### config.mk
export PLATFORM = sky130hd
export DESIGN_NAME = padlock_keypad_flat
export DESIGN_NICKNAME = d
export VERILOG_FILES = /design/src/rtl/padlock_keypad_if.sv /design/src/rtl/padlock_keypad.sv /design/src/flat_wrapper.sv
export SDC_FILE = /design/constraint.sdc
export NUM_CORES = 1
export LEC_CHECK = 0
export CAP_MARGIN = 25
export CORE_MARGIN = 8
export CORE_UTILIZATION = 58
export CTS_BUF_LIST = sky130_fd_sc_hd__clkbuf_4 sky130_fd_sc_hd__clkbuf_8 sky130_fd_sc_hd__clkbuf_16
export CTS_CLUSTER_DIAMETER = 40
export DETAILED_ROUTE_END_ITERATION = 10
export GPL_TIMING_DRIVEN = 0
export PLACE_DENSITY = 0.83
export SLEW_MARGIN = 20
export SYNTH_ARGS = -nofsm -noshare
export SYNTH_HDL_FRONTEND = slang
export SYNTH_SLANG_ARGS = --single-unit
### constraint.sdc
create_clock -name clk -period 2.3 [get_ports clk]
set_clock_uncertainty 0.1 [all_clocks]
set_input_delay 0.46 -clock clk [delete_from_list [all_inputs] [get_ports clk]]
set_output_delay 0.46 -clock clk [all_outputs]
set_load 0.02 [all_outputs]
### src/rtl/padlock_keypad_if.sv
`default_nettype none
// ============================================================================
// Module   : padlock_keypad_if
// Purpose  : Signal bundle between the keypad front end and its environment:
//            raw key inputs, padlock lock feedback, and the code/strobe/status
//            outputs that feed the padlock comparator.
// Revision : 1.0 - initial release
// ============================================================================
interface padlock_keypad_if;
  logic [9:0] key_raw;
  logic       enter_raw;
  logic       lock_in;
  logic [9:0] but;
  logic       open;
  logic       lockout;
  logic [1:0] fail_count;

  // Environment side: drives raw keys and lock feedback, observes outputs
  modport master (
    output key_raw, enter_raw, lock_in,
    input  but, open, lockout, fail_count
  );

  // Keypad side
  modport slave (
    input  key_raw, enter_raw, lock_in,
    output but, open, lockout, fail_count
  );
endinterface
`default_nettype wire

### src/rtl/padlock_keypad.sv
`default_nettype none
// ============================================================================
// Module   : padlock_keypad
// Purpose  : Keypad front end for the padlock comparator. Synchronizes and
//            debounces 10 digit keys plus enter, toggles a latched code
//            vector, issues a one-cycle open strobe, counts failed submits
//            from the padlock's lock output and enforces a timed lockout.
//            A half-entered code is cleared after an inactivity timeout.
// Revision : 1.0 - initial release
// ============================================================================
module padlock_keypad #(
  parameter int DEBOUNCE_CYCLES = 4,
  parameter int TIMEOUT_CYCLES  = 1000,
  parameter int MAX_FAILS       = 3,
  parameter int LOCKOUT_CYCLES  = 5000
) (
  input  logic             clk,
  input  logic             reset,
  padlock_keypad_if.slave  bus
);

  localparam int NUM_IN = 11;
  localparam int DW     = $clog2(DEBOUNCE_CYCLES);
  localparam int TW     = $clog2(TIMEOUT_CYCLES);
  localparam int LW     = $clog2(LOCKOUT_CYCLES + 1);
  localparam int FW     = $clog2(MAX_FAILS + 1);

  typedef enum logic [2:0] {
    S_IDLE    = 3'd0,
    S_ENTRY   = 3'd1,
    S_SUBMIT  = 3'd2,
    S_CHECK   = 3'd3,
    S_LOCKOUT = 3'd4
  } state_t;

  // --------------------------------------------------------------------------
  // Input conditioning: bit 10 is enter, bits 9..0 are digit keys
  // --------------------------------------------------------------------------
  logic [NUM_IN-1:0] raw_all;
  logic [NUM_IN-1:0] sync1;
  logic [NUM_IN-1:0] sync2;
  logic [NUM_IN-1:0] deb;
  logic [NUM_IN-1:0] deb_d;
  logic [NUM_IN-1:0] press;

  assign raw_all = {bus.enter_raw, bus.key_raw};

  // Two-flop synchronizer for every raw input
  always_ff @(posedge clk) begin
    if (reset) begin
      sync1 <= '0;
      sync2 <= '0;
    end else begin
      sync1 <= raw_all;
      sync2 <= sync1;
    end
  end

  for (genvar i = 0; i < NUM_IN; i++) begin : g_deb
    logic          level;
    logic [DW-1:0] cnt;

    // Accept a new level only after DEBOUNCE_CYCLES disagreeing samples in a row
    always_ff @(posedge clk) begin
      if (reset) begin
        level <= 1'b0;
        cnt   <= '0;
      end else if (sync2[i] != level) begin
        if (cnt == DW'(DEBOUNCE_CYCLES - 1)) begin
          level <= sync2[i];
          cnt   <= '0;
        end else begin
          cnt <= cnt + DW'(1);
        end
      end else begin
        cnt <= '0;
      end
    end

    assign deb[i] = level;
  end

  // Delayed debounced levels for rising-edge detection
  always_ff @(posedge clk) begin
    if (reset) begin
      deb_d <= '0;
    end else begin
      deb_d <= deb;
    end
  end

  assign press = deb & ~deb_d;

  logic [9:0] key_press;
  logic       enter_press;

  assign key_press   = press[9:0];
  assign enter_press = press[10];

  // --------------------------------------------------------------------------
  // Control FSM
  // --------------------------------------------------------------------------
  state_t        state, state_n;
  logic [9:0]    but_q, but_n;
  logic [TW-1:0] timer, timer_n;
  logic [LW-1:0] lock_cnt, lock_cnt_n;
  logic [FW-1:0] fails, fails_n;
  logic          open_q, lockout_q;
  logic [1:0]    fail_count_q;
  logic [1:0]    fail_sat;

  // State, counters and registered outputs
  always_ff @(posedge clk) begin
    if (reset) begin
      state        <= S_IDLE;
      but_q        <= '0;
      timer        <= '0;
      lock_cnt     <= '0;
      fails        <= '0;
      open_q       <= 1'b0;
      lockout_q    <= 1'b0;
      fail_count_q <= '0;
    end else begin
      state        <= state_n;
      but_q        <= but_n;
      timer        <= timer_n;
      lock_cnt     <= lock_cnt_n;
      fails        <= fails_n;
      open_q       <= (state_n == S_SUBMIT);
      lockout_q    <= (state_n == S_LOCKOUT);
      fail_count_q <= fail_sat;
    end
  end

  // Next-state and next-value logic; presses are only honoured in IDLE/ENTRY
  always_comb begin
    state_n    = state;
    but_n      = but_q;
    timer_n    = timer;
    lock_cnt_n = lock_cnt;
    fails_n    = fails;

    case (state)
      S_IDLE: begin
        if (enter_press) begin
          but_n   = '0;
          state_n = S_SUBMIT;
        end else if (|key_press) begin
          but_n   = but_q ^ key_press;
          timer_n = '0;
          state_n = S_ENTRY;
        end
      end

      S_ENTRY: begin
        if (enter_press) begin
          // digits arriving together with enter are dropped
          state_n = S_SUBMIT;
        end else if (|key_press) begin
          but_n   = but_q ^ key_press;
          timer_n = '0;
        end else if (timer == TW'(TIMEOUT_CYCLES - 1)) begin
          but_n   = '0;
          timer_n = '0;
          state_n = S_IDLE;
        end else begin
          timer_n = timer + TW'(1);
        end
      end

      S_SUBMIT: begin
        state_n = S_CHECK;
      end

      S_CHECK: begin
        // lock_in now carries the padlock's verdict on the submitted code
        if (bus.lock_in) begin
          if (fails != FW'(MAX_FAILS)) begin
            fails_n = fails + FW'(1);
          end
        end else begin
          fails_n = '0;
        end
        but_n = '0;
        if (fails_n == FW'(MAX_FAILS)) begin
          lock_cnt_n = '0;
          state_n    = S_LOCKOUT;
        end else begin
          state_n = S_IDLE;
        end
      end

      S_LOCKOUT: begin
        but_n = '0;
        if (lock_cnt == LW'(LOCKOUT_CYCLES - 1)) begin
          lock_cnt_n = '0;
          fails_n    = '0;
          state_n    = S_IDLE;
        end else begin
          lock_cnt_n = lock_cnt + LW'(1);
        end
      end

      default: begin
        but_n   = '0;
        state_n = S_IDLE;
      end
    endcase

    fail_sat = (32'(fails_n) > 32'd3) ? 2'd3 : 2'(fails_n);
  end

  assign bus.but        = but_q;
  assign bus.open       = open_q;
  assign bus.lockout    = lockout_q;
  assign bus.fail_count = fail_count_q;

endmodule
`default_nettype wire

### src/flat_wrapper.sv
// flat-port wrapper written by rule: the top's interface ports become plain ports
module padlock_keypad_flat 
#(
  parameter int DEBOUNCE_CYCLES = 4,
  parameter int TIMEOUT_CYCLES  = 1000,
  parameter int MAX_FAILS       = 3,
  parameter int LOCKOUT_CYCLES  = 5000
)
  (clk, reset, bus_key_raw, bus_enter_raw, bus_lock_in, bus_but, bus_open, bus_lockout, bus_fail_count);
  padlock_keypad_if bus_i ();
  input  logic clk;
  input  logic reset;
  input wire logic [$bits(bus_i.key_raw)-1:0] bus_key_raw;
  input wire logic [$bits(bus_i.enter_raw)-1:0] bus_enter_raw;
  input wire logic [$bits(bus_i.lock_in)-1:0] bus_lock_in;
  output wire logic [$bits(bus_i.but)-1:0] bus_but;
  output wire logic [$bits(bus_i.open)-1:0] bus_open;
  output wire logic [$bits(bus_i.lockout)-1:0] bus_lockout;
  output wire logic [$bits(bus_i.fail_count)-1:0] bus_fail_count;
  assign bus_i.key_raw = bus_key_raw;
  assign bus_i.enter_raw = bus_enter_raw;
  assign bus_i.lock_in = bus_lock_in;
  assign bus_but = bus_i.but;
  assign bus_open = bus_i.open;
  assign bus_lockout = bus_i.lockout;
  assign bus_fail_count = bus_i.fail_count;
  padlock_keypad #(.DEBOUNCE_CYCLES(DEBOUNCE_CYCLES), .TIMEOUT_CYCLES(TIMEOUT_CYCLES), .MAX_FAILS(MAX_FAILS), .LOCKOUT_CYCLES(LOCKOUT_CYCLES)) u_core (.clk(clk), .reset(reset), .bus(bus_i));
endmodule
### After elaboration in Yosys (flattened, before gate mapping)

Cells that the tools add are included.

* flip-flop bits (word level): 106
* latch bits: 0
* memory bits (writable): 0
* bits in read-only memories: 0
* bits of input ports: 14
* output and inout bits: 14
* logic and storage cells: 158
* memories kept: 0

* add/sub/neg operators: 14
* multiply operators: 0
* div/mod/pow operators: 0
* $lt $le $gt $ge: 0
* equality and inequality tests: 39
* shift operators: 0
* mux-type cells: 28
* bitwise logic cells: 15
* reductions and logical operators: 30

Operators by type and width (count)
* 2-to-1 mux 10 bit: 10
* OR reduction 3 bit: 11
* one-hot mux 10 bit (3 select lines): 1
* 2-to-1 mux 13 bit: 2
* one-hot mux 13 bit (2 select lines): 1
* AND reduction 2 bit: 13
* adder 2 x 1 -> 2 bit, second input constant: 12
* == test 2 bit, second input constant: 12
* 2-to-1 mux 3 bit: 7
* one-hot mux 10 bit (2 select lines): 1
* one-hot mux 3 bit (5 select lines): 1
* adder 13 x 1 -> 13 bit, second input constant: 1
* == test 13 bit, second input constant: 1
* inverter 1 bit: 12
* bitwise AND 11 bit: 1
* inequality test 1 bit: 11
* inverter 11 bit: 1
* adder 10 x 1 -> 10 bit, second input constant: 1
* == test 10 bit, second input constant: 1
* OR reduction 10 bit: 1
* bitwise XOR 10 bit: 1
* == test 3 x 2 -> 1 bit, second input constant: 3
* 2-to-1 mux 2 bit: 4
* AND reduction 4 bit: 2
* other kinds (8): 15

### Depth between registers and ports, before layout

* word-level depth: 8
* depth in mapped cells: 7
* gate-level depth less buffers: 6

### Worst setup path after synthesis

No wires, ideal clock.

* path kind: register -> register
* start point: reg u_core.g_deb[10].level
* end point: reg u_core.timer[7]
* arrival: 1.727 ns
* data required time: 2.127 ns
* path slack: 0.400 ns
* cell stages (with the launch flop): 6
* period minus slack after synthesis: 1.900 ns
* path through: dfxtp_1 nor2b_4 or3_4 or4_1 or3_1 a21oi_1

* word-level cells in the longest chain between the ends: 3
* elaborated cells on any way between the ends: 4
* classes of those cells: eq/ne (2); bitwise (1); reduce/logical (1)

RTL lines
* start: declaration: RTL line padlock_keypad.sv:60 `logic level;`
* start signal: assignment: RTL line padlock_keypad.sv:70 `level <= sync2[i];`
* bitwise AND 11 bit *: RTL line padlock_keypad.sv:92 `assign press = deb & ~deb_d;`
* inequality test 2 bit (no source line)
* AND reduction 4 bit (no source line) *
* end signal: assignment: RTL line padlock_keypad.sv:126 `timer <= timer_n;`
* end: declaration: RTL line padlock_keypad.sv:105 `logic [TW-1:0] timer, timer_n;`

Every way passes the cells marked *; elsewhere a longest branch is shown, timed or not.
A chain may end at the register's enable or synchronous reset.

### Final worst setup path

* start point: reg u_core.timer[0]
* end point: reg u_core.but_q[7], in the netlist u_core.bus.but[7]

* word-level cells in the longest chain between the ends: 3

RTL lines
* == test 10 bit: RTL line padlock_keypad.sv:162 `end else if (timer == TW'(TIMEOUT_CYCLES - 1)) begin`
* inequality test 3 x 1 -> 1 bit (no source line)
* AND reduction 4 bit (no source line)
* end signal: assignment: RTL line padlock_keypad.sv:125 `but_q <= but_n;`
* end: declaration: RTL line padlock_keypad.sv:104 `logic [9:0] but_q, but_n;`

Every way passes these cells.

==> out/metrics.sh <==
OUTCOME='finished, final reports clean'
AREA.SEQUENTIAL_UM2=2120
PROPORTION_OF_LAYOUT_CELLS_WITH_A_DRIVE_SUFFIX_ABOVE_1_PCT=5.30
DOMINANT_COMBINATIONAL_CELL_FAMILY_BY_AREA_AFTER_SYNTHESIS='simple AND/OR/NAND/NOR gates'
CP_TOP_FAMILY='simple AND/OR/NAND/NOR gates'
SYNTH.LIB_CELLS_USED.DISTINCT=47
CLOCK-SINKS=106
CRITPATHLAUNCHTYPE='register'
OVERALL_FRACTION_OF_GLOBAL_ROUTE_TRACKS_IN_USE_PCT=16.2
FINALHOLDVIOLATIONS=0
FLOORPLAN.INITIALDENSITY_PCT=60.4
CRITPATHMAXFANOUT=10
ROUTED_WIRELENGTH_MM=7.59
CTS_BUFFER_COUNT=9
PWR_DENSITY_CELL_nW_PER_UM2=635
GRT-BUSIEST-LAYER='met2'
INSERTION_DELAY_NS=0.36
FIN_CRIT_SH_PCT=90.5
FINAL-SETUP-VIOL-COUNT=0
CRITPATHSLOWESTCELL='sky130_fd_sc_hd__or4_1'
RR_WORST_DEPTH=7
DP_HPWL_MM=5.42
WORST-ENDPOINT-ARRIVAL_NS=2.22
FINAL_REPORT_MAX_SLEW_VIOLATION_COUNT=0
DP.CELLS=552
FINAL_CELL_AREA_EXCLUDING_FILLER_CELLS_UM2=4690
CRIT_REQUIRED_NS=2.44
DIE_W_UM=100
FINAL_COMMON_CELL='sky130_fd_sc_hd__dfxtp_1'
SYNTH_TOP_CELLS_BY_AREA='sky130_fd_sc_hd__dfxtp_1 51%, sky130_fd_sc_hd__nor2b_1 5.0%, sky130_fd_sc_hd__nor2_1 4.9%, sky130_fd_sc_hd__xnor2_1 4.5%, sky130_fd_sc_hd__ha_1 3.9%'
HOLD_PATH_DEPTH=1
FINAL.MIN_CLOCK_PERIOD_NS=2.08
POST-SYNTH-TOP-AREA-CELL='sky130_fd_sc_hd__dfxtp_1'
CTS_MAX_LEVEL=3
SYNTHSIMPLEGATEAREAFRAC_PCT=25.0
SYN_NETS=457
POSTSYNTH.TOPFLOPCELL='sky130_fd_sc_hd__dfxtp_1'
UNREPAIRED_SETUP_ENDPOINTS_AFTER_GLOBAL_ROUTING='false'
SYNTHXORXNORAREAFRAC_PCT=4.67
CAP_VIOLATIONS=0
SYNTH_ENABLE_FLOP_CELLS=0
SYNTH.AREA.MUX_SHARE_PCT=3.15
GROUTE.LAYER.MET1.USAGE_PCT=18.0
TIMING.FMAX_MHz=481
ROUTE.VIAS.TOTAL=3034
AREAGROWTHSYNTHTOFINISH_PCT=13.7
HOLD_PATH.STARTPOINT='u_core.g_deb[5].cnt[0]'
PLACEMENTROWS=30
NNETSFINAL=494
SYNTH_AREA_PER_CELL_UM2=9.60
DR.FIRST_ITER.DRC_COUNT=88
P_LEAK_nW=1.76
CP.BUFFERS_INVERTERS=1
GLOBALPLACE.CONGESTION=0.850
SETUP.REG_TO_REG.WORST_SLACK_NS=0.22
TOP_LIBRARY_CELLS_BY_USAGE_IN_THE_LAYOUT_FILL_AND_TAPS_ASIDE='106 x sky130_fd_sc_hd__dfxtp_1, 54 x sky130_fd_sc_hd__nor2_1, 33 x sky130_fd_sc_hd__nor2b_1, 26 x sky130_fd_sc_hd__clkdlybuf4s50_1, 21 x sky130_fd_sc_hd__xnor2_1'
PLACED_AREA_UM2=4510
CORE_UM2=6830
CTS_SETUP_BUFFERS=0
TIMING.CRITICAL_PATH.SLOWEST_CELL_DELAY_NS=0.43
SYN-CELL-AREA_UM2=4130
DR.PASS1.ITERS=4
CTS_TREE='built'
TIMING_WORST_SLEW_PIN_VALUE_NS=0.711
SYN_INST=430
FLOORPLAN.IO_PINS=28
ANTENNA_VIOLATIONS_BEFORE_REPAIR=0
ANTENNA_VIOLATING_NETS_POST_ROUTE=0
GRT_PASS1_WL_MM=13.1
CP_CELL_SEQUENCE='ha_1 -> nand4b_1 -> or4_1 -> o41ai_1 -> a21o_1 -> buf_2 -> nor3_1'
VIAS_IN_THE_FIRST_GLOBAL_ROUTE=3011
GR-TOTAL-OVERFLOW=0
CLK_TRANSITION_REPORTED_PATHS_NS=0.09
SLEW-LIMIT-HEADROOM_PCT=52.3
GRT_START_MAX_NET_PINS=18
ANTENNA_CELLS=0
ROUTE.DETAILED.DRC=0
POWER_mW=2.98
VIAS_PER_CELL=5.34
TYPE_OF_THE_SETUP_PATH_WITH_THE_LEAST_SLACK='register to register'
AREA_SHARE_OF_THE_LARGEST_CELL_TYPE_AFTER_SYNTHESIS_PCT=51.4
IO_BUFFER_COUNT=26
IRDROPWORSTVDD_uV=427
FINAL_CELL_COUNT_NO_FILL=568
REG2REG_FROM='u_core.timer[0]'
YS_WARN_COUNT=0
GROUTE.LAYER.MET2.USAGE_PCT=27.8
COUNT_OF_STATE_ELEMENTS_AFTER_SYNTHESIS=106
SYNTHARSTFLOPSHARE_PCT=0
REGTOREGENDPOINT='u_core.bus.but[7]'
SYNTH-COMPOUND-AREA-SHARE_PCT=9.18
AREA_USED_BY_MULTI_INPUT_COMBINATIONAL_LOGIC_UM2=1910
WHS_ENDPOINT='u_core.g_deb[5].cnt[0]'
DETAIL_ROUTED_NET_LENGTH_PER_STANDARD_CELL_UM=13.4
CLK_ROOT_BUFFER_CELL='sky130_fd_sc_hd__clkbuf_8'
SYNTH_SEQ_AREA_SHARE_PCT=51.4
DIEHEIGHT_UM=100
CTS_MAX_PATH_BUFFERS=2
DIEAREA_UM2=10100
GR-USAGE-MET3_PCT=5.12
TOTAL_NEGATIVE_SLACK_FOR_SETUP_CHECKS_NS=0
HOLD_PATH.CLASS='register to register'
FINAL.FILL_COUNT=552
CP_ENDPOINT_KIND='register'
FINALHOLDWORSTSLACK_NS=0.323
SYNTHADDERAREAFRAC_PCT=3.94
## worst max path at each step
stage	from	to	cells past startpoint
2_1_floorplan	u_core.g_deb[10].level	u_core.timer[7]	5
3_3_place_gp	reset	u_core.timer[0]	5
3_5_place_dp	reset	u_core.timer[1]	5
4_1_cts	u_core.g_deb[1].level	u_core.timer[1]	6
5_1_grt	u_core.state[0]	u_core.bus.but[5]	6
6_report	u_core.timer[0]	u_core.bus.but[7]	7
## registers in the layout, summed over array words and instances (netlist names)
register / flops
u_core.g_deb.cnt: 22
u_core.deb_d: 11
u_core.bus.but: 10
u_core.timer: 10
u_core.g_deb.level: 11
u_core.bus.lockout: 1
u_core.lock_cnt: 13
u_core.bus.open: 1
u_core.fails: 2
u_core.sync1: 11
u_core.sync2: 11
u_core.state: 3
## through the flow
| step | setup slack, ns | utilization (%) |
|---|---|---|
| floorplan | 0.400 | - |
| global placement | 0.0448 | 66.0 |
| detailed placement | 0.0332 | 66.0 |
| CTS | 0.0775 | 68.6 |
| global route | 0.0188 | 68.7 |
| finish | 0.219 | 68.7 |
## area by class of cell
cell class,count,share of cell area [%]
plain buffers,13,1.09
well taps,96,2.56
inverters,15,1.20
clock buffers,10,2.93
flip-flops and latches,106,45.2
clock inverters,6,0.880
repair buffers,26,5.54
multi-input cells,296,40.6
## what timing repair did
| action | CTS | global route |
|---|---|---|
| endpoints found under the setup margin | 0 | 8 |
| gates resized for setup | 0 | 1 |
| hold buffers | 0 | 0 |
## power breakdown
part	internal, mW	leakage [nW]	switching, mW
clock	0.425	0.0964	0.601
combinational	0.0417	0.800	0.0444
sequential	1.86	0.859	0.0101
total	2.32	1.76	0.655
## routing by layer
metal / part of all wire (%) / vias up
met5: 0 / -
met4: 1.9 / 0
met3: 5.4 / 13
met2: 47 / 77
met1: 45 / 1391
li1: - / 1553
## logic make-up after synthesis
| group | after synthesis |
|---|---|
| flops | 106 |
| fa+ha+maj | 13 |
| simple gates | 192 |
| xor+xnor | 22 |
| buf+inv | 28 |
| compound gates | 56 |
| mux | 13 |
## cell usage after synthesis, types with 3 or more instances
cell type and number:
sky130_fd_sc_hd__nand2_1 17, sky130_fd_sc_hd__and3_1 4, sky130_fd_sc_hd__xnor2_1 21, sky130_fd_sc_hd__and2_1 8, sky130_fd_sc_hd__ha_1 13, sky130_fd_sc_hd__nand3_1 6, sky130_fd_sc_hd__a21oi_1 19, sky130_fd_sc_hd__a311oi_1 3
sky130_fd_sc_hd__o21ai_0 9, sky130_fd_sc_hd__nor3_1 18, sky130_fd_sc_hd__or3_1 17, sky130_fd_sc_hd__o211a_1 5, sky130_fd_sc_hd__clkbuf_1 11, sky130_fd_sc_hd__nand4_1 5, sky130_fd_sc_hd__nor4_1 3, sky130_fd_sc_hd__dfxtp_1 106
sky130_fd_sc_hd__nand2b_1 11, sky130_fd_sc_hd__nor2b_1 33, sky130_fd_sc_hd__nor2_1 54, sky130_fd_sc_hd__inv_1 15, sky130_fd_sc_hd__mux2i_1 13, sky130_fd_sc_hd__or4_1 5
(Power assumes the default switching activity.)
==> RTL edit, RTL diff (same settings) <==
`LOCKOUT_CYCLES` is set to 5000 in 2 places; all go to 2500.
--- a/src/rtl/padlock_keypad.sv
+++ b/src/rtl/padlock_keypad.sv
@@ -14,3 +14,3 @@
   parameter int MAX_FAILS       = 3,
-  parameter int LOCKOUT_CYCLES  = 5000
+  parameter int LOCKOUT_CYCLES  = 2500
 ) (
--- a/src/flat_wrapper.sv
+++ b/src/flat_wrapper.sv
@@ -6,3 +6,3 @@
   parameter int MAX_FAILS       = 3,
-  parameter int LOCKOUT_CYCLES  = 5000
+  parameter int LOCKOUT_CYCLES  = 2500
 )
Function: same outputs for any inputs over 10 cycles, from zero or initial values and one cycle with reset high; that may be too few to reach the edited logic, so the function may still have changed.
==> RTL edit against the unedited design <==
Final area is 0.45% higher; worst setup slack lost 0.084 ns; routed wire length grew 3.2%; die area is 0.77% lower; sequential cell count is 1 lower; area after synthesis decreased by 0.91%; total power is 5.4% higher; non-clock buffer count is 8 higher; combinational power increased by 4.8%; first-iteration DRC count grew 35%; count of clock-buffer cells in the layout up 1; synthesized cell count increased by 0.70%.
==> RTL edit: results (changes against the unedited design) <==
worst-path maximum fanout=7 (-3); vias in the first global route=3038 (+0.90%); Hold Path End=u_core.g_deb[3].cnt[0]; gpl congestion=0.798 (-6.2%); Cells after DPL=557 (+0.91%); Seq/Total Area, Yosys=51.4% (about the same); Least-Margin Pin Slew=0.653 ns (-0.0570 ns); Worst Path Arrival=2.37 ns (+0.15 ns); Num CTS Buffers=9 (unchanged); dpl ws=0.0186 ns (-0.0146 ns); worst reg-to-reg path cell count=6 (-1); reg2reg end=u_core.timer[9]; Critical-path top delay cell=or4_1; Syn Area/Cell=9.45 µm² (-1.6%); R2R Setup Slk=0.13 ns (-0.08 ns); share of layout cells above drive strength 1=5.66% (+0.36 points); pin count of the biggest net entering global routing=18 (unchanged); port buffer count=27 (+3.8%); Regs by FF count=u_core.g_deb.cnt: 22 flops, u_core.lock_cnt: 12 flops; count of cell types in the netlist=45 (-4.3%); Synth top cells by count=105 x dfxtp_1, 64 x nor2_1, 33 x nor2b_1, 22 x a21oi_1, 21 x xnor2_1; Hold Startpoint=u_core.g_deb[3].cnt[0]; NumNets Final=499 (+1.0%); Total GRT Usage=16.6% (+0.38 points); Routed WL=7830 µm (+3.2%); Net Count, Synth=460 (+0.66%); DP Wirelength=5530 µm (+2.0%); status=finished clean; Vias/cell=5.34 (about the same); worst r2r src=u_core.g_deb[10].level; Worst VDD drop=0.630 mV (+48%); static leakage=1.69 nW (-3.6%); hold-critical path depth=1 (unchanged); DR iter-0 viols=119 (+35%); WHS=0.334 ns (+0.0107 ns); CP peak stage delay=0.46 ns (+0.03 ns); FILL cells=541 (-2.0%); synthesis warning total=0 (unchanged); global-route wire length before repair=13400 µm (+2.7%); Area contributors post-synth=dfxtp_1 51%, nor2_1 5.9%, nor2b_1 5.0%, xnor2_1 4.5%, ha_1 4.0%
RTL edit: cell types whose count changed after synthesis, sizes merged, moves of 3 or more:
| cell | change |
|---|---|
| clkbuf | +5 |
| and2 | -5 |
| nor3 | -11 |
| nor2 | +10 |
| o31ai | +3 |
| o211a | -3 |
RTL edit: kinds of logic after synthesis:
logic type	count (synthesis)	synth area share, %
AOI/OAI and AO/OA	60	9.30
xor gates and xnor gates	21	4.50
adders and majority gates	13	3.98
buffers and inverters	33	3.12
DFF	105	51.4
muxes	11	2.69
and+or+nand+nor	190	25.0
RTL edit: worst max-delay path by stage:
stage                                 from            endpoint  slack (ns)  cells after the start
floorplan           u_core.g_deb[10].level     u_core.timer[9]        0.32                      6
finish              u_core.g_deb[10].level     u_core.timer[9]        0.13                      6
detailed placement                   reset     u_core.timer[6]        0.02                      5
global placement           u_core.timer[0]   u_core.bus.but[6]       -0.36                      6
CTS                     u_core.lock_cnt[0]  u_core.lock_cnt[8]        0.12                      7
global route        u_core.g_deb[10].level     u_core.timer[9]        0.03                      6
RTL edit: final cells by class:
class | count | area, µm² | area share (%)
multi-input combinational | 295 | 1870 | 39.7
inverter | 14 | 52.6 | 1.11
buffer | 19 | 77.6 | 1.64
timing repair buffer | 28 | 278 | 5.89
sequential | 105 | 2100 | 44.6
clock inverter | 5 | 62.6 | 1.33
clock buffer | 11 | 151 | 3.21
tap | 96 | 120 | 2.55
RTL edit: metrics by stage:
stage	power [mW]	TNS [ns]
global placement	1.98	-3.50
finish	3.14	0
detailed placement	1.99	0
CTS	3.15	0
floorplan	1.94	0
global route	3.25	0
RTL edit: what timing repair did:
action                                  CTS  global route
gates resized for setup                   1             3
hold buffers                              0             0
endpoints found under the setup margin    1             8
RTL edit: power by group:
group	leakage, nW	internal, mW	switching [mW]	total, mW
registers	0.851	1.84	0.0106	1.85
clock network	0.107	0.570	0.629	1.20
logic	0.734	0.0444	0.0457	0.0902
RTL edit: layer usage:
layer	part of all wire, %	GRT usage (%)	vias to the layer above	routed length (µm)
met5	0	0	-	0
met3	4.0	4.57	9	317
met1	46	18.9	1431	3600
met2	49	28.6	55	3800
li1	-	-	1564	-
met4	1.4	6.40	0	111
